--- config.mk ---
export PLATFORM = sky130hd
export DESIGN_NAME = if_id_pipe_reg
export DESIGN_NICKNAME = d
export VERILOG_FILES = /design/src/rtl/if_id_pipe_reg_pkg.sv /design/src/rtl/if_id_pipe_reg_skid_buf.sv /design/src/rtl/if_id_pipe_reg.sv
export SDC_FILE = /design/constraint.sdc
export NUM_CORES = 1
export LEC_CHECK = 0
export ABC_AREA = 0
export BUFFER_PORTS_ARGS = -buffer_cell sky130_fd_sc_hd__buf_2
export CORE_MARGIN = 5
export CORE_UTILIZATION = 45
export DETAILED_ROUTE_END_ITERATION = 7
export GPL_ROUTABILITY_DRIVEN = 0
export PLACE_DENSITY = 0.68
export SYNTH_ARGS = -nofsm -noshare
export SYNTH_HDL_FRONTEND = slang
export SYNTH_HIERARCHICAL = 1
export SYNTH_SLANG_ARGS = --single-unit
export TNS_END_PERCENT = 1
--- constraint.sdc ---
create_clock -name clk -period 2.3 [get_ports clk]
set_input_delay 0.345 -clock clk [delete_from_list [all_inputs] [get_ports clk]]
set_output_delay 0.345 -clock clk [all_outputs]
set_load 0.03 [all_outputs]
--- src/rtl/if_id_pipe_reg_pkg.sv ---
// Shared definitions for the fetch/decode pipeline register and its skid buffer.
// Holds the NOP encoding, the occupancy codes and small helpers.
package if_id_pipe_reg_pkg;

  localparam int          NOP_WIDTH = 16;
  localparam logic [15:0] NOP_INSTR = 16'h0000;

  localparam logic [1:0] OCC_EMPTY = 2'd0;
  localparam logic [1:0] OCC_ONE   = 2'd1;
  localparam logic [1:0] OCC_TWO   = 2'd2;

  // Upstream may push whenever the skid slot is still free.
  function automatic logic occ_can_accept(input logic [1:0] occ);
    return (occ != OCC_TWO);
  endfunction

  function automatic logic occ_is_legal(input logic [1:0] occ);
    return (occ == OCC_EMPTY) || (occ == OCC_ONE) || (occ == OCC_TWO);
  endfunction

endpackage

--- src/rtl/if_id_pipe_reg_skid_buf.sv ---
// Generic two-entry valid/ready register with a registered in_ready.
// The head (main) entry drives the outputs; the skid entry absorbs one beat of backpressure.
module pipe_skid_buf
  import if_id_pipe_reg_pkg::*;
#(
  parameter int width = 26
) (
  input  logic             clk,
  input  logic             rst,
  input  logic             clear,
  input  logic             in_valid,
  output logic             in_ready,
  input  logic [width-1:0] in_data,
  output logic             out_valid,
  input  logic             out_ready,
  output logic [width-1:0] out_data,
  output logic [1:0]       occupancy
);

  logic [1:0]       occ;
  logic             main_v;
  logic             skid_v;
  logic [width-1:0] main_data;
  logic [width-1:0] skid_data;
  logic             acc;
  logic             deq;

  assign in_ready  = occ_can_accept(occ);
  assign out_valid = main_v;
  assign out_data  = main_data;
  assign occupancy = occ;

  // A cleared cycle never accepts, but a same-cycle dequeue still happens downstream.
  always_comb begin
    acc = in_valid & in_ready & ~clear;
    deq = main_v & out_ready;
  end

  // Occupancy state machine and entry storage; main always holds the older entry.
  always_ff @(posedge clk or posedge rst) begin
    if (rst) begin
      occ       <= OCC_EMPTY;
      main_v    <= 1'b0;
      skid_v    <= 1'b0;
      main_data <= {width{1'b0}};
      skid_data <= {width{1'b0}};
    end else if (clear) begin
      occ    <= OCC_EMPTY;
      main_v <= 1'b0;
      skid_v <= 1'b0;
    end else begin
      case (occ)
        OCC_EMPTY: begin
          if (acc) begin
            main_data <= in_data;
            main_v    <= 1'b1;
            occ       <= OCC_ONE;
          end
        end
        OCC_ONE: begin
          if (acc && deq) begin
            main_data <= in_data;
          end else if (acc) begin
            skid_data <= in_data;
            skid_v    <= 1'b1;
            occ       <= OCC_TWO;
          end else if (deq) begin
            main_v <= 1'b0;
            occ    <= OCC_EMPTY;
          end
        end
        OCC_TWO: begin
          if (deq) begin
            main_data <= skid_data;
            skid_v    <= 1'b0;
            occ       <= OCC_ONE;
          end
        end
        default: begin
          occ    <= OCC_EMPTY;
          main_v <= 1'b0;
          skid_v <= 1'b0;
        end
      endcase
    end
  end

endmodule

--- src/rtl/if_id_pipe_reg.sv ---
// IF/ID pipeline register: wraps the skid buffer, adds redirect flush and
// substitutes the NOP encoding whenever decode has no valid instruction.
module if_id_pipe_reg
  import if_id_pipe_reg_pkg::*;
#(
  parameter int                     pc_width    = 10,
  parameter int                     instr_width = 16,
  parameter logic [instr_width-1:0] nop_instr   = instr_width'(NOP_INSTR)
) (
  input  logic                   clk,
  input  logic                   rst,
  input  logic                   valid_if,
  output logic                   ready_if,
  input  logic [pc_width-1:0]    pc_curr_if,
  input  logic [instr_width-1:0] instr_if,
  output logic                   valid_id,
  input  logic                   ready_id,
  output logic [pc_width-1:0]    pc_curr_id,
  output logic [instr_width-1:0] instr_id,
  input  logic                   flush,
  output logic [1:0]             occupancy
);

  localparam int bus_width = pc_width + instr_width;

  logic [bus_width-1:0]   in_bus;
  logic [bus_width-1:0]   head_bus;
  logic                   head_v;
  logic [instr_width-1:0] head_instr;

  assign in_bus = {pc_curr_if, instr_if};

  pipe_skid_buf #(
    .width(bus_width)
  ) u_skid (
    .clk      (clk),
    .rst      (rst),
    .clear    (flush),
    .in_valid (valid_if),
    .in_ready (ready_if),
    .in_data  (in_bus),
    .out_valid(head_v),
    .out_ready(ready_id),
    .out_data (head_bus),
    .occupancy(occupancy)
  );

  assign valid_id   = head_v;
  assign pc_curr_id = head_bus[bus_width-1:instr_width];
  assign head_instr = head_bus[instr_width-1:0];

  // PC stays held when invalid; only the instruction word is masked.
  always_comb begin
    if (head_v) begin
      instr_id = head_instr;
    end else begin
      instr_id = nop_instr;
    end
  end

endmodule

### Yosys cells after proc, flatten, opt, wreduce, memory -nomap -nowiden

Cells that the tools add are included.

* register bits after elaboration: 55
* input port bits: 31
* output and inout bits: 30
* word-level logic and storage cells: 47

* equal/unequal tests: 13
* muxes and demuxes: 18
* bitwise operators: 5
* reduce and logical (&&, ||, !) cells: 7

Operators with widths (number)
* two-way mux 26 bit: 3
* case mux 26 bit (3 select lines): 1
* two-way mux 16 bit: 1
* two-way mux 2 bit: 6
* AND reduction 5 bit: 2
* != test 3 x 2 -> 1 bit (second input constant): 3
* AND reduction 4 bit: 2
* != test 2 x 1 -> 1 bit (second input constant): 3
* != test 3 bit (second input constant): 2
* case mux 2 bit (3 select lines): 1
* two-way mux 1 bit: 5
* != test 2 bit (second input constant): 2
* != test 4 x 2 -> 1 bit (second input constant): 1
* AND 1 bit: 3
* case mux 1 bit (3 select lines): 1
* nonzero test 3 bit: 1
* == test 2 x 1 -> 1 bit (second input constant): 1
* == test 2 bit (second input constant): 1
* logical NOT 2 bit: 1
* NOT 1 bit: 2
* logical AND 1 bit: 1

### Logic depth before layout (Yosys ltp)

Gate-level depths: netlist (run 1).

* word-level depth: 7
* mapped depth: 5
* gate-level depth less buffers: 4

### By module

Netlist (run 1), hierarchy kept.

Modules (own cells, without submodules)
* pipe_skid_buf: instances 1, cells an instance 160, area each 2566.2 µm², sequential area each 1376.3 µm²
* if_id_pipe_reg: instances 1, cells an instance 17, area each 126.4 µm², sequential area each 0.0 µm²

### Worst setup path after synthesis (run 1)

OpenSTA, ideal clock, no wires.

* path type: register to register
* from: register u_skid.main_v (netlist: u_skid/out_valid)
* to: register u_skid.main_data[0] (netlist: u_skid/out_data[0])
* setup time: 125 ps
* data arrival time: 1694 ps
* data required time: 2175 ps
* setup slack: 481 ps
* stages on the path, launching flop included: 6
* path buffers: 1
* clock period less this slack: 1819 ps
* cells stage by stage: dfrtp_1 > nand2_1 > a21o_1 > a21oi_4 > buf_12 > mux2_4

* cells in the longest elaborated chain, start to end: 4
* elaborated cells between the ends (all ways): 5
* those cells by class: eq/ne: 2; bitwise: 1; reduce/logical: 2

Ends and longest elaborated chain
* from (decl): line if_id_pipe_reg_skid_buf.sv:21 `logic main_v;`
* from (signal assigned): line if_id_pipe_reg_skid_buf.sv:43 `main_v <= 1'b0;`
* from (signal assigned): line if_id_pipe_reg_skid_buf.sv:49 `main_v <= 1'b0;`
* from (signal assigned): line if_id_pipe_reg_skid_buf.sv:56 `main_v <= 1'b1;`
* AND 1 bit (*): line if_id_pipe_reg_skid_buf.sv:36 `deq = main_v & out_ready;`
* logical AND 1 bit: line if_id_pipe_reg_skid_buf.sv:61 `if (acc && deq) begin`
* != test 2 x 1 -> 1 bit (no line)
* AND reduction 5 bit (no line) (*)
* to (signal assigned): line if_id_pipe_reg_skid_buf.sv:45 `main_data <= {width{1'b0}};`
* to (signal assigned): line if_id_pipe_reg_skid_buf.sv:62 `main_data <= in_data;`
* to (signal assigned): line if_id_pipe_reg_skid_buf.sv:74 `main_data <= skid_data;`
* to (decl): line if_id_pipe_reg_skid_buf.sv:23 `logic [width-1:0] main_data;`

Every way passes the cells marked *; elsewhere a longest branch is shown, timed or not.
A chain may end at the register's enable or synchronous reset.

### Worst setup path in the final report (run 1)

* from: register u_skid.occ[0] (netlist: u_skid/occupancy[0])
* to: output ready_if

* cells in the longest elaborated chain, start to end: 1

Ends and longest elaborated chain
* from (decl): line if_id_pipe_reg_skid_buf.sv:20 `logic [1:0] occ;`
* from (signal assigned): line if_id_pipe_reg_skid_buf.sv:42 `occ <= OCC_EMPTY;`
* from (signal assigned): line if_id_pipe_reg_skid_buf.sv:48 `occ <= OCC_EMPTY;`
* from (signal assigned): line if_id_pipe_reg_skid_buf.sv:57 `occ <= OCC_ONE;`
* != test 2 bit: line if_id_pipe_reg_pkg.sv:14 `return (occ != OCC_TWO);`
* to (decl): line if_id_pipe_reg.sv:13 `output logic ready_if,`

Every way passes these cells.

==> results.py, run 1 <==
metrics = {
    "power": {
        "power_density_mw_per_mm2": 920,
        "vdd_drop_max_uv": 410,
        "p_leak_nw": 1.52,
    },
    "logic_synthesis": {
        "synth_area_sq_mm": 0.00269,
        "netlist_instances": 177,
        "postSynthAreaPerCell_sq_um": 15.2,
        "yosys-top-cells-count": "58 x mux2_2, 55 x dfrtp_1, 20 x mux2_4",
        "synth_ff_type": "dfrtp_1",
        "syn-num-nets": 208,
        "synth.yosys.seq_area_share": 0.511,
        "ys_seq_elements": 55,
        "yosysTopAreaCellShare": 0.511,
        "synth_area_leaders": "dfrtp_1 51%, mux2_2 24%, mux2_4 11%",
        "synth.most_common_cell": "mux2_2",
        "yosysTopAreaCell": "dfrtp_1",
        "yosys_warnings": 6,
        "async_reset_ff_frac": 1.00,
        "synth_enable_flop_cells": 0,
        "synth_cell_types": 21,
    },
    "clock_network": {
        "cts_tree": "done",
        "cts_setup_buffers": 0,
        "cts_max_level": 2,
        "cts_made_buffers": 5,
        "postCtsHoldBufs": 0,
        "cts_root_buf": "clkbuf_8",
        "insertion_delay_ns": 0.30,
        "cts.sinks": 55,
        "clk_pin_slew_ns": 0.09,
        "clockBufferDepth": 2,
        "cts-resized-gates": 0,
    },
    "run_status": {
        "status": "finished, final reports clean",
    },
    "layout": {
        "fin_nets": 274,
        "instances_no_fill": 319,
        "multi_input_area_sq_mm": 0.00121,
        "syn2layout_area_growth_pct": 17.7,
        "drive_above_1_share": 0.701,
        "seq_area_sq_mm": 0.00138,
        "n_antenna_cell": 0,
        "fillers": 536,
        "fin_util": 0.538,
    },
    "timing": {
        "slew_headroom": 0.677,
        "rsz0062_at_grt": "false",
        "max_freq_ghz": 0.522,
        "hold_violations": 0,
        "finalCritPeriodShare": 0.832,
        "final.setup.tns_ns": 0,
        "worst_slew_pin_slew_ns": 0.484,
        "clock_skew_ns": 0.00557,
        "slew_violations": 0,
        "setup-violations-final": 0,
        "layout_min_cycle_time_ns": 1.91,
    },
    "detailed_routing": {
        "firstDrtPassIters": 4,
        "drcViolationCount": 0,
        "vias_per_cell": 4.96,
        "vias": 1581,
        "ant_nets": 0,
        "finalWirelength_mm": 4.99,
        "wl_per_cell_microns": 15.6,
        "drtIter0Drc": 32,
    },
    "worst_setup_path": {
        "reg2reg_depth": 5,
        "cp-end-kind": "primary output",
        "endpoint": "ready_if",
        "arrival_ns": 1.57,
        "crit_type": "reg -> out",
        "worstReg2RegEnd": "u_skid/out_data[5]",
        "slowest_stage": "dfrtp_1",
        "crit_buf_inv": 2,
        "crit_cells": 3,
        "r2r_slack_ns": 0.51,
        "cpPeakStageDelay_ns": 0.47,
        "cp_top_family": "buffers and inverters",
        "path_cells": "nand2b_4 -> buf_4 -> buf_2",
        "worstPathRequired_ns": 1.96,
        "cp-start-kind": "register",
        "path_max_fanout": 24,
        "crit_start": "u_skid/occupancy[0]",
        "rr_startpoint": "u_skid/occupancy[0]",
    },
    "floorplanning": {
        "io_pins": 61,
        "die_area_sq_mm": 0.00763,
        "rows": 28,
        "die_h_microns": 87.4,
        "core_sq_mm": 0.00589,
        "initial_core_util": 0.457,
        "die_w_microns": 87.4,
    },
    "place": {
        "dp.cells": 311,
        "hpwl_mm": 3.58,
        "port_buffers": 60,
    },
    "global_route": {
        "grt_max_degree": 35,
        "grt_overflow": 0,
        "grt_pass1_vias": 1687,
        "antenna_found_initial": 0,
        "grt_pass1_wl_mm": 8.22,
        "grt_usage": 0.139,
    },
    "min_path": {
        "hold_class": "in -> async",
    },
    "run": {
        "drv_cap": 0,
    },
}
[stage by stage]
step	worst slack, ns	instance area [sq um]	power [mW]	hold slack [ns]
6_report	0.385	3170	2.92	0.0525
5_1_grt	0.272	3170	3.09	0.0793
2_1_floorplan	0.481	2690	2.07	0.408
3_3_place_gp	0.551	3050	2.27	0.394
4_1_cts	0.336	3170	2.97	0.0622
3_5_place_dp	0.514	3050	2.30	0.405
[worst register-to-register path, delay by kind of cell, from the launching register on]
kind	cells	cell delay, ns
mux	1	0.38
flops	1	0.46
simple gates	1	0.20
buf+inv	1	0.31
compound gates	2	0.33
[report_power, final]
part	switching [mW]	leakage (nW)	internal (mW)
sequential	0.139	0.662	1.26
clock	0.304	0.0612	0.353
combinational	0.409	0.800	0.451
[state kept, by name (all words and copies together), names as in the netlist]
signal and count:
u_skid/out_valid 1, u_skid/out_data 26, u_skid/occupancy 2, u_skid/skid_data 26
[routing by layer]
metal | part of all wire | global-route usage | routed length (microns)
met5 | 0 | 0 | 0
met4 | 0.013 | 0.0460 | 64
met3 | 0.050 | 0.0274 | 250
met2 | 0.51 | 0.245 | 2560
met1 | 0.42 | 0.171 | 2110
[worst min path at each step]
stage                            to  cells after the start
6_report        u_skid/out_data[19]                      2
5_1_grt         u_skid/out_data[20]                      2
4_1_cts         u_skid/out_data[20]                      2
3_5_place_dp   u_skid/skid_data[19]                      2
3_3_place_gp    u_skid/out_data[19]                      2
2_1_floorplan   u_skid/occupancy[0]                      1
[cells in the final DEF, fill, tap and decap left out]
cell type / n
buf_2: 60
mux2_2: 58
dfrtp_1: 55
mux2_4: 20
and2_2: 12
clkbuf_8: 6
buf_4: 6
and2_1: 4
nand2b_1: 3
a21oi_1: 3
nand2_1: 2
a21o_1: 2
nand3b_1: 2
bufinv_16: 1
clkinv_2: 1
nand2b_4: 1
and2b_2: 1
nand2b_2: 1
a21oi_4: 1
nand3_2: 1
inv_2: 1
o21bai_1: 1
a21boi_0: 1
buf_12: 1
[layout make-up]
class	count	area share
clock inverters	2	0.0111
multi-input cells	113	0.383
clock buffers	6	0.0261
flip-flops and latches	55	0.434
inverters	1	0.00118
well taps	75	0.0296
repair buffers	67	0.115
[cells by family after synthesis]
group,after synthesis,share of synthesized area
buffers and inverters,9,0.0386
flip-flops,55,0.511
AND/OR/NAND/NOR,27,0.0734
multiplexers,78,0.354
AO/OA/AOI/OAI,8,0.0228
(Power assumes the default switching activity.)
==> inputs of run 2 (changes only) <==
--- a/config.mk
+++ b/config.mk
@@ -5,13 +5,13 @@
 export SDC_FILE = /design/constraint.sdc
 export NUM_CORES = 1
 export LEC_CHECK = 0
-export ABC_AREA = 0
+export ABC_AREA = 1
 export BUFFER_PORTS_ARGS = -buffer_cell sky130_fd_sc_hd__buf_2
 export CORE_MARGIN = 5
 export CORE_UTILIZATION = 45
 export DETAILED_ROUTE_END_ITERATION = 7
 export GPL_ROUTABILITY_DRIVEN = 0
-export PLACE_DENSITY = 0.68
+export PLACE_DENSITY = 0.71
 export SYNTH_ARGS = -nofsm -noshare
 export SYNTH_HDL_FRONTEND = slang
 export SYNTH_HIERARCHICAL = 1
==> constraint.sdc (replaced) <==
create_clock -name clk -period 1.6 [get_ports clk]
set_input_delay 0.24 -clock clk [delete_from_list [all_inputs] [get_ports clk]]
set_output_delay 0.24 -clock clk [all_outputs]
set_load 0.03 [all_outputs]
==> run 2 against run 1 <==
Against the previous run:
- clock power rose by 11%
- synthesized cell count grew 94%
- highest routed layer unchanged
- critical endpoint unchanged
- via count grew 45%
- die area shrank 1.1%
- sequential share of layout area is 0.61 points higher
- final cell count increased by 50%
- cell area shrank 1.3%
- critical path type unchanged
- setup slack got worse by 0.29 ns
- largest power group unchanged
- clock-buffer cell count is 1 higher
- total power increased by 74%
- core utilization fell by 0.061 points
==> results.py, run 2 <==
metrics = {
    "worst_setup_path": {
        "crit_type": "reg -> out",
        "worstPathRequired_ns": 1.36,
        "cp-end-kind": "primary output",
        "cp-start-kind": "register",
        "slowest_stage": "dfrtp_1",
        "arrival_ns": 1.27,
        "path_max_fanout": 27,
        "path_cells": "inv_2 -> nand2_4 -> buf_12 -> buf_4",
        "cpPeakStageDelay_ns": 0.42,
    },
    "clock_network": {
        "cts_root_buf": "clkbuf_8",
        "cts_tree": "done",
        "clk_pin_slew_ns": 0.09,
        "cts_made_buffers": 5,
        "cts_max_level": 2,
        "clockBufferDepth": 2,
        "cts_setup_buffers": 0,
        "insertion_delay_ns": 0.30,
        "cts.sinks": 55,
    },
    "floorplanning": {
        "die_h_microns": 86.9,
        "core_sq_mm": 0.00582,
        "io_pins": 61,
        "die_area_sq_mm": 0.00755,
        "rows": 28,
        "die_w_microns": 86.9,
        "initial_core_util": 0.457,
    },
    "layout": {
        "seq_area_sq_mm": 0.00138,
        "syn2layout_area_growth_pct": 17.6,
        "n_antenna_cell": 0,
        "final_common_cell": "nand2_1",
        "drive_above_1_share": 0.226,
        "multi_input_area_sq_um": 972,
        "fillers": 585,
        "layout_common_cells": "147 x nand2_1, 59 x buf_2, 54 x dfrtp_1",
        "fin_nets": 432,
    },
    "logic_synthesis": {
        "synth_cell_types": 22,
        "netlist_instances": 343,
        "yosys-top-cells-count": "147 x nand2_1, 55 x dfrtp_1, 46 x inv_1",
        "async_reset_ff_frac": 1.00,
        "syn-num-nets": 374,
        "synth.yosys.seq_area_share": 0.518,
        "synth_ff_type": "dfrtp_1",
        "synth.most_common_cell": "nand2_1",
        "ys_seq_elements": 55,
        "synth_enable_flop_cells": 0,
        "yosysTopAreaCellShare": 0.518,
        "synth_area_sq_mm": 0.00266,
        "yosys_warnings": 6,
        "yosysTopAreaCell": "dfrtp_1",
        "postSynthAreaPerCell_sq_um": 7.75,
        "synth_area_leaders": "dfrtp_1 52%, nand2_1 21%, o21ai_0 8.5%",
    },
    "detailed_routing": {
        "ant_nets": 0,
        "drtIter0Drc": 134,
        "firstDrtPassIters": 4,
        "drcViolationCount": 0,
        "vias": 2291,
        "vias_per_cell": 4.80,
        "finalWirelength_mm": 5.84,
        "wl_per_cell_microns": 12.2,
    },
    "global_route": {
        "antenna_found_initial": 0,
        "grt_pass1_wl_mm": 9.56,
        "grt_max_degree": 54,
        "grt_pass1_vias": 2162,
        "grt_overflow": 0,
        "grt_usage": 0.159,
    },
    "run": {
        "drv_cap": 0,
    },
    "timing": {
        "worst_slew_pin_slew_ns": 0.435,
        "final.setup.tns_ns": 0,
        "finalCritPeriodShare": 0.943,
        "rsz0062_at_grt": "false",
        "max_freq_ghz": 0.663,
        "clock_skew_ns": 0.00481,
        "slew_violations": 0,
        "setup-violations-final": 0,
        "slew_headroom": 0.709,
        "setup_slack_ns": 0.0907,
        "layout_min_cycle_time_ns": 1.51,
        "hold_violations": 0,
    },
    "power": {
        "power_density_mw_per_mm2": 1620,
        "p_leak_nw": 1.83,
        "vdd_drop_max_uv": 1110,
    },
    "place": {
        "port_buffers": 60,
        "pre_cts_ws_ns": 0.219,
        "hpwl_mm": 3.94,
    },
    "min_path": {
        "hold_class": "in -> reg",
    },
    "run_status": {
        "status": "finished, final reports clean",
    },
}
## run 2: changes by cell type after synthesis, sizes merged, moves of 16 or more
cell	before	now
nand2	2	155
inv	1	50
mux2	78	0
o21ai	0	56
and2	16	0
## run 2: repair_timing
item,4_1_cts,5_1_grt
hold buffers,1,0
endpoints found under the setup margin,1,1
cloned,0,1
resized for setup,2,0
hold endpoints to repair,19,0
## run 2: per-layer routing
layer | part of all wire | track usage | vias to the layer above
met5 | 0 | 0 | -
met4 | 0.016 | 0.0538 | 0
met3 | 0.051 | 0.0341 | 7
met2 | 0.49 | 0.276 | 50
met1 | 0.44 | 0.195 | 1074
li1 | - | - | 1160
## run 2: worst paths after layout
check                                    start                    to  slack [ns]  cells past startpoint
setup / recovery           u_skid/occupancy[0]              ready_if        0.09                      4
hold / removal                   pc_curr_if[0]  u_skid/skid_data[16]        0.15                      3
setup reg to reg           u_skid/occupancy[1]  u_skid/skid_data[11]        0.21                      6
hold reg to reg             u_skid/out_data[3]    u_skid/out_data[3]        0.49                      2
max in group asynchronous                  rst   u_skid/occupancy[0]        0.58                      4
min in group asynchronous                  rst  u_skid/skid_data[17]        0.48                      3
## run 2: power by group
part           internal (mW)  leakage (nW)  switching (mW)  total, mW
Clock                  0.308        0.0422           0.423      0.732
Sequential              2.07         0.685           0.298       2.36
Combinational          0.637          1.10            1.34       1.98
## run 2: worst max-delay path, delay by kind of cell (launching register included)
family / cells / cell delay [ns]
buffers and inverters: 3 / 0.46
flip-flops: 1 / 0.42
AND/OR/NAND/NOR: 1 / 0.08
## run 2: area by class of cell
type | count | share of cell area
flip-flops and latches | 55 | 0.440
multi-input cells | 222 | 0.311
repair buffers | 67 | 0.132
inverters | 50 | 0.0608
well taps | 75 | 0.0300
clock buffers | 7 | 0.0244
clock inverters | 1 | 0.00160
## run 2: kinds of logic (layout without fill, tap and decap cells)
logic type | count (synthesis) | count (layout) | synth area share
flip-flops | 55 | 55 | 0.518
AND/OR/NAND/NOR | 165 | 165 | 0.256
AO/OA/AOI/OAI | 57 | 57 | 0.109
buffers and inverters | 66 | 125 | 0.117
## run 2: per-stage QoR
stage               cells  power (mW)   util  hold WS [ns]  cell area [sq um]
floorplan             343        3.83      -         0.361               2660
global placement      467        4.30  0.517         0.266               3010
detailed placement    467        4.36  0.517         0.271               3010
CTS                   476        5.12  0.534         0.145               3100
global route          477        5.49  0.538         0.145               3130
finish                477        5.07  0.538         0.154               3130
==> inputs of run 3 (changes only) <==
--- a/config.mk
+++ b/config.mk
@@ -7,11 +7,14 @@
 export LEC_CHECK = 0
 export ABC_AREA = 1
 export BUFFER_PORTS_ARGS = -buffer_cell sky130_fd_sc_hd__buf_2
+export CELL_PAD_IN_SITES_DETAIL_PLACEMENT = 1
+export CELL_PAD_IN_SITES_GLOBAL_PLACEMENT = 2
 export CORE_MARGIN = 5
-export CORE_UTILIZATION = 45
+export CORE_UTILIZATION = 28
+export CTS_BUF_LIST = sky130_fd_sc_hd__clkbuf_4
 export DETAILED_ROUTE_END_ITERATION = 7
 export GPL_ROUTABILITY_DRIVEN = 0
-export PLACE_DENSITY = 0.71
+export PLACE_DENSITY_LB_ADDON = 0.1
 export SYNTH_ARGS = -nofsm -noshare
 export SYNTH_HDL_FRONTEND = slang
 export SYNTH_HIERARCHICAL = 1
==> run 3 against run 2 <==
Against the previous run:
- combinational power up 9%
- sequential power about the same
- cell area up 7.8%
- critical path type is now reg -> reg
- critical endpoint is now u_skid/skid_data[15]
==> results.py, run 3 (synthesis results as in run 2) <==
metrics = {
    "run_status": {
        "status": "finished, final reports clean",
    },
    "worst_setup_path": {
        "cp-end-kind": "register",
        "crit_type": "reg -> reg",
        "crit_top_cell": "nor2_4",
        "cpPeakStageDelay_ns": 0.48,
        "path_cells": "buf_4 -> nor2_4 -> nand3_4 -> nor2_4 -> buf_12 -> clkbuf_16 -> nand2_1 -> o21ai_1",
        "reg2reg_depth": 8,
        "arrival_ns": 1.87,
        "cp_top_family": "buffers and inverters",
        "slowest_stage": "dfrtp_2",
        "path_max_fanout": 13,
        "crit_cells": 8,
        "crit_buf_inv": 3,
        "cp-start-kind": "register",
        "worstPathRequired_ns": 1.91,
    },
    "clock_network": {
        "clk_pin_slew_ns": 0.17,
        "clockBufferDepth": 2,
        "cts_root_buf": "clkbuf_4",
        "cts_tree": "done",
        "cts_max_level": 2,
        "cts_made_buffers": 5,
        "insertion_delay_ns": 0.38,
        "cts.sinks": 55,
    },
    "detailed_routing": {
        "firstDrtPassIters": 4,
        "drcViolationCount": 0,
        "finalWirelength_mm": 7.76,
        "wl_per_cell_microns": 14.3,
        "vias": 2354,
        "vias_per_cell": 4.34,
        "drtIter0Drc": 56,
        "ant_nets": 0,
    },
    "timing": {
        "slew_violations": 0,
        "finalCritPeriodShare": 0.977,
        "whs_ns": 0.0815,
        "slew_headroom": 0.789,
        "max_freq_ghz": 0.640,
        "hold_violations": 0,
        "setup-violations-final": 0,
        "worst_slew_pin_slew_ns": 0.317,
        "layout_min_cycle_time_ns": 1.56,
        "clock_skew_ns": 0.0121,
    },
    "floorplanning": {
        "io_pins": 61,
        "core_sq_mm": 0.00924,
        "initial_core_util": 0.288,
        "die_h_microns": 107,
        "die_area_sq_mm": 0.0115,
        "rows": 35,
        "die_w_microns": 107,
    },
    "layout": {
        "layout_common_cells": "147 x nand2_1, 55 x buf_2, 54 x dfrtp_1",
        "syn2layout_area_growth_pct": 26.9,
        "drive_above_1_share": 0.249,
        "finalInstanceArea_sq_mm": 0.00337,
        "n_antenna_cell": 0,
        "fin_nets": 443,
        "final_common_cell": "nand2_1",
    },
    "run": {
        "drv_cap": 0,
    },
    "power": {
        "p_leak_nw": 1.89,
        "power_density_mw_per_mm2": 1570,
        "vdd_drop_max_uv": 887,
    },
    "global_route": {
        "grt_overflow": 0,
        "antenna_found_initial": 0,
        "grt_max_degree": 56,
        "grt_pass1_vias": 2322,
        "grt_pass1_wl_mm": 11.7,
        "grt_usage": 0.128,
    },
    "place": {
        "hpwl_mm": 4.77,
        "port_buffers": 60,
        "postPlaceCellArea_sq_mm": 0.00309,
    },
    "min_path": {
        "hold_class": "in -> reg",
        "hold_depth": 3,
    },
}
[run 3: changes by cell type in the layout (fill, tap and decap cells not counted), moves of 2 or more]
cell	change
clkbuf_1	-2
clkbuf_8	-5
clkbuf_4	+9
buf_6	+4
buf_2	-4
buf_4	+3
clkbuf_16	+2
[run 3: worst register-to-register path, cell delays in order, from the launching register on]
cell and delay, ns:
dfrtp_2 0.48, buf_4 0.18, nor2_4 0.13, nand3_4 0.11, nor2_4 0.14, buf_12 0.14, clkbuf_16 0.17, nand2_1 0.05
o21ai_1 0.08
[run 3: through the flow]
stage | std cells | total power [mW] | setup TNS [ns] | util | worst slack (ns)
finish | 542 | 5.29 | 0 | 0.365 | 0.0370
global route | 542 | 5.74 | -0.0555 | 0.365 | -0.0205
CTS | 535 | 5.25 | 0 | 0.347 | 0.0274
detailed placement | 523 | 4.41 | 0 | 0.334 | 0.132
global placement | 523 | 4.36 | 0 | 0.334 | 0.189
floorplan | 343 | 3.83 | 0 | - | 0.0171
[run 3: layout make-up]
cell class | count | area, sq um
fillers | 1128 | 5870
flip-flops and latches | 55 | 1380
multi-input cells | 223 | 1000
repair buffers | 77 | 561
inverters | 50 | 198
well taps | 129 | 161
clock inverters | 3 | 38.8
clock buffers | 5 | 37.5
[run 3: path summary, 6_finish.rpt]
| check | start | to | slack, ns |
|---|---|---|---|
| worst max-delay path | u_skid/occupancy[1] | u_skid/skid_data[15] | 0.04 |
| worst min-delay path | pc_curr_if[9] | u_skid/skid_data[25] | 0.08 |
| worst max register to register | u_skid/occupancy[1] | u_skid/skid_data[15] | 0.04 |
| worst min register to register | u_skid/out_data[25] | u_skid/out_data[25] | 0.50 |
| max in group asynchronous | rst | u_skid/occupancy[1] | 0.89 |
| min in group asynchronous | rst | u_skid/skid_data[11] | 0.44 |
[run 3: power breakdown]
part | total (mW) | switching [mW] | leakage, nW | internal [mW]
clock | 0.775 | 0.452 | 0.0426 | 0.323
combinational | 2.15 | 1.42 | 1.16 | 0.735
sequential | 2.36 | 0.302 | 0.685 | 2.06
total | 5.29 | 2.17 | 1.89 | 3.12
[run 3: per-layer routing]
layer	wire (microns)	share of wire	vias to the layer above	track usage
li1	-	-	1179	-
met1	3870	0.50	1122	0.180
met2	3500	0.45	48	0.203
met3	328	0.042	5	0.0264
met4	60	0.0077	0	0.0298
met5	0	0	-	0
[run 3: repair_timing]
action	in CTS	in global routing
gates resized for setup	5	13
setup buffers	3	3
pin swaps	1	3
endpoints found under the hold margin	55	0
hold buffers	1	0
endpoints found under the setup margin	2	63
gates cloned	1	4
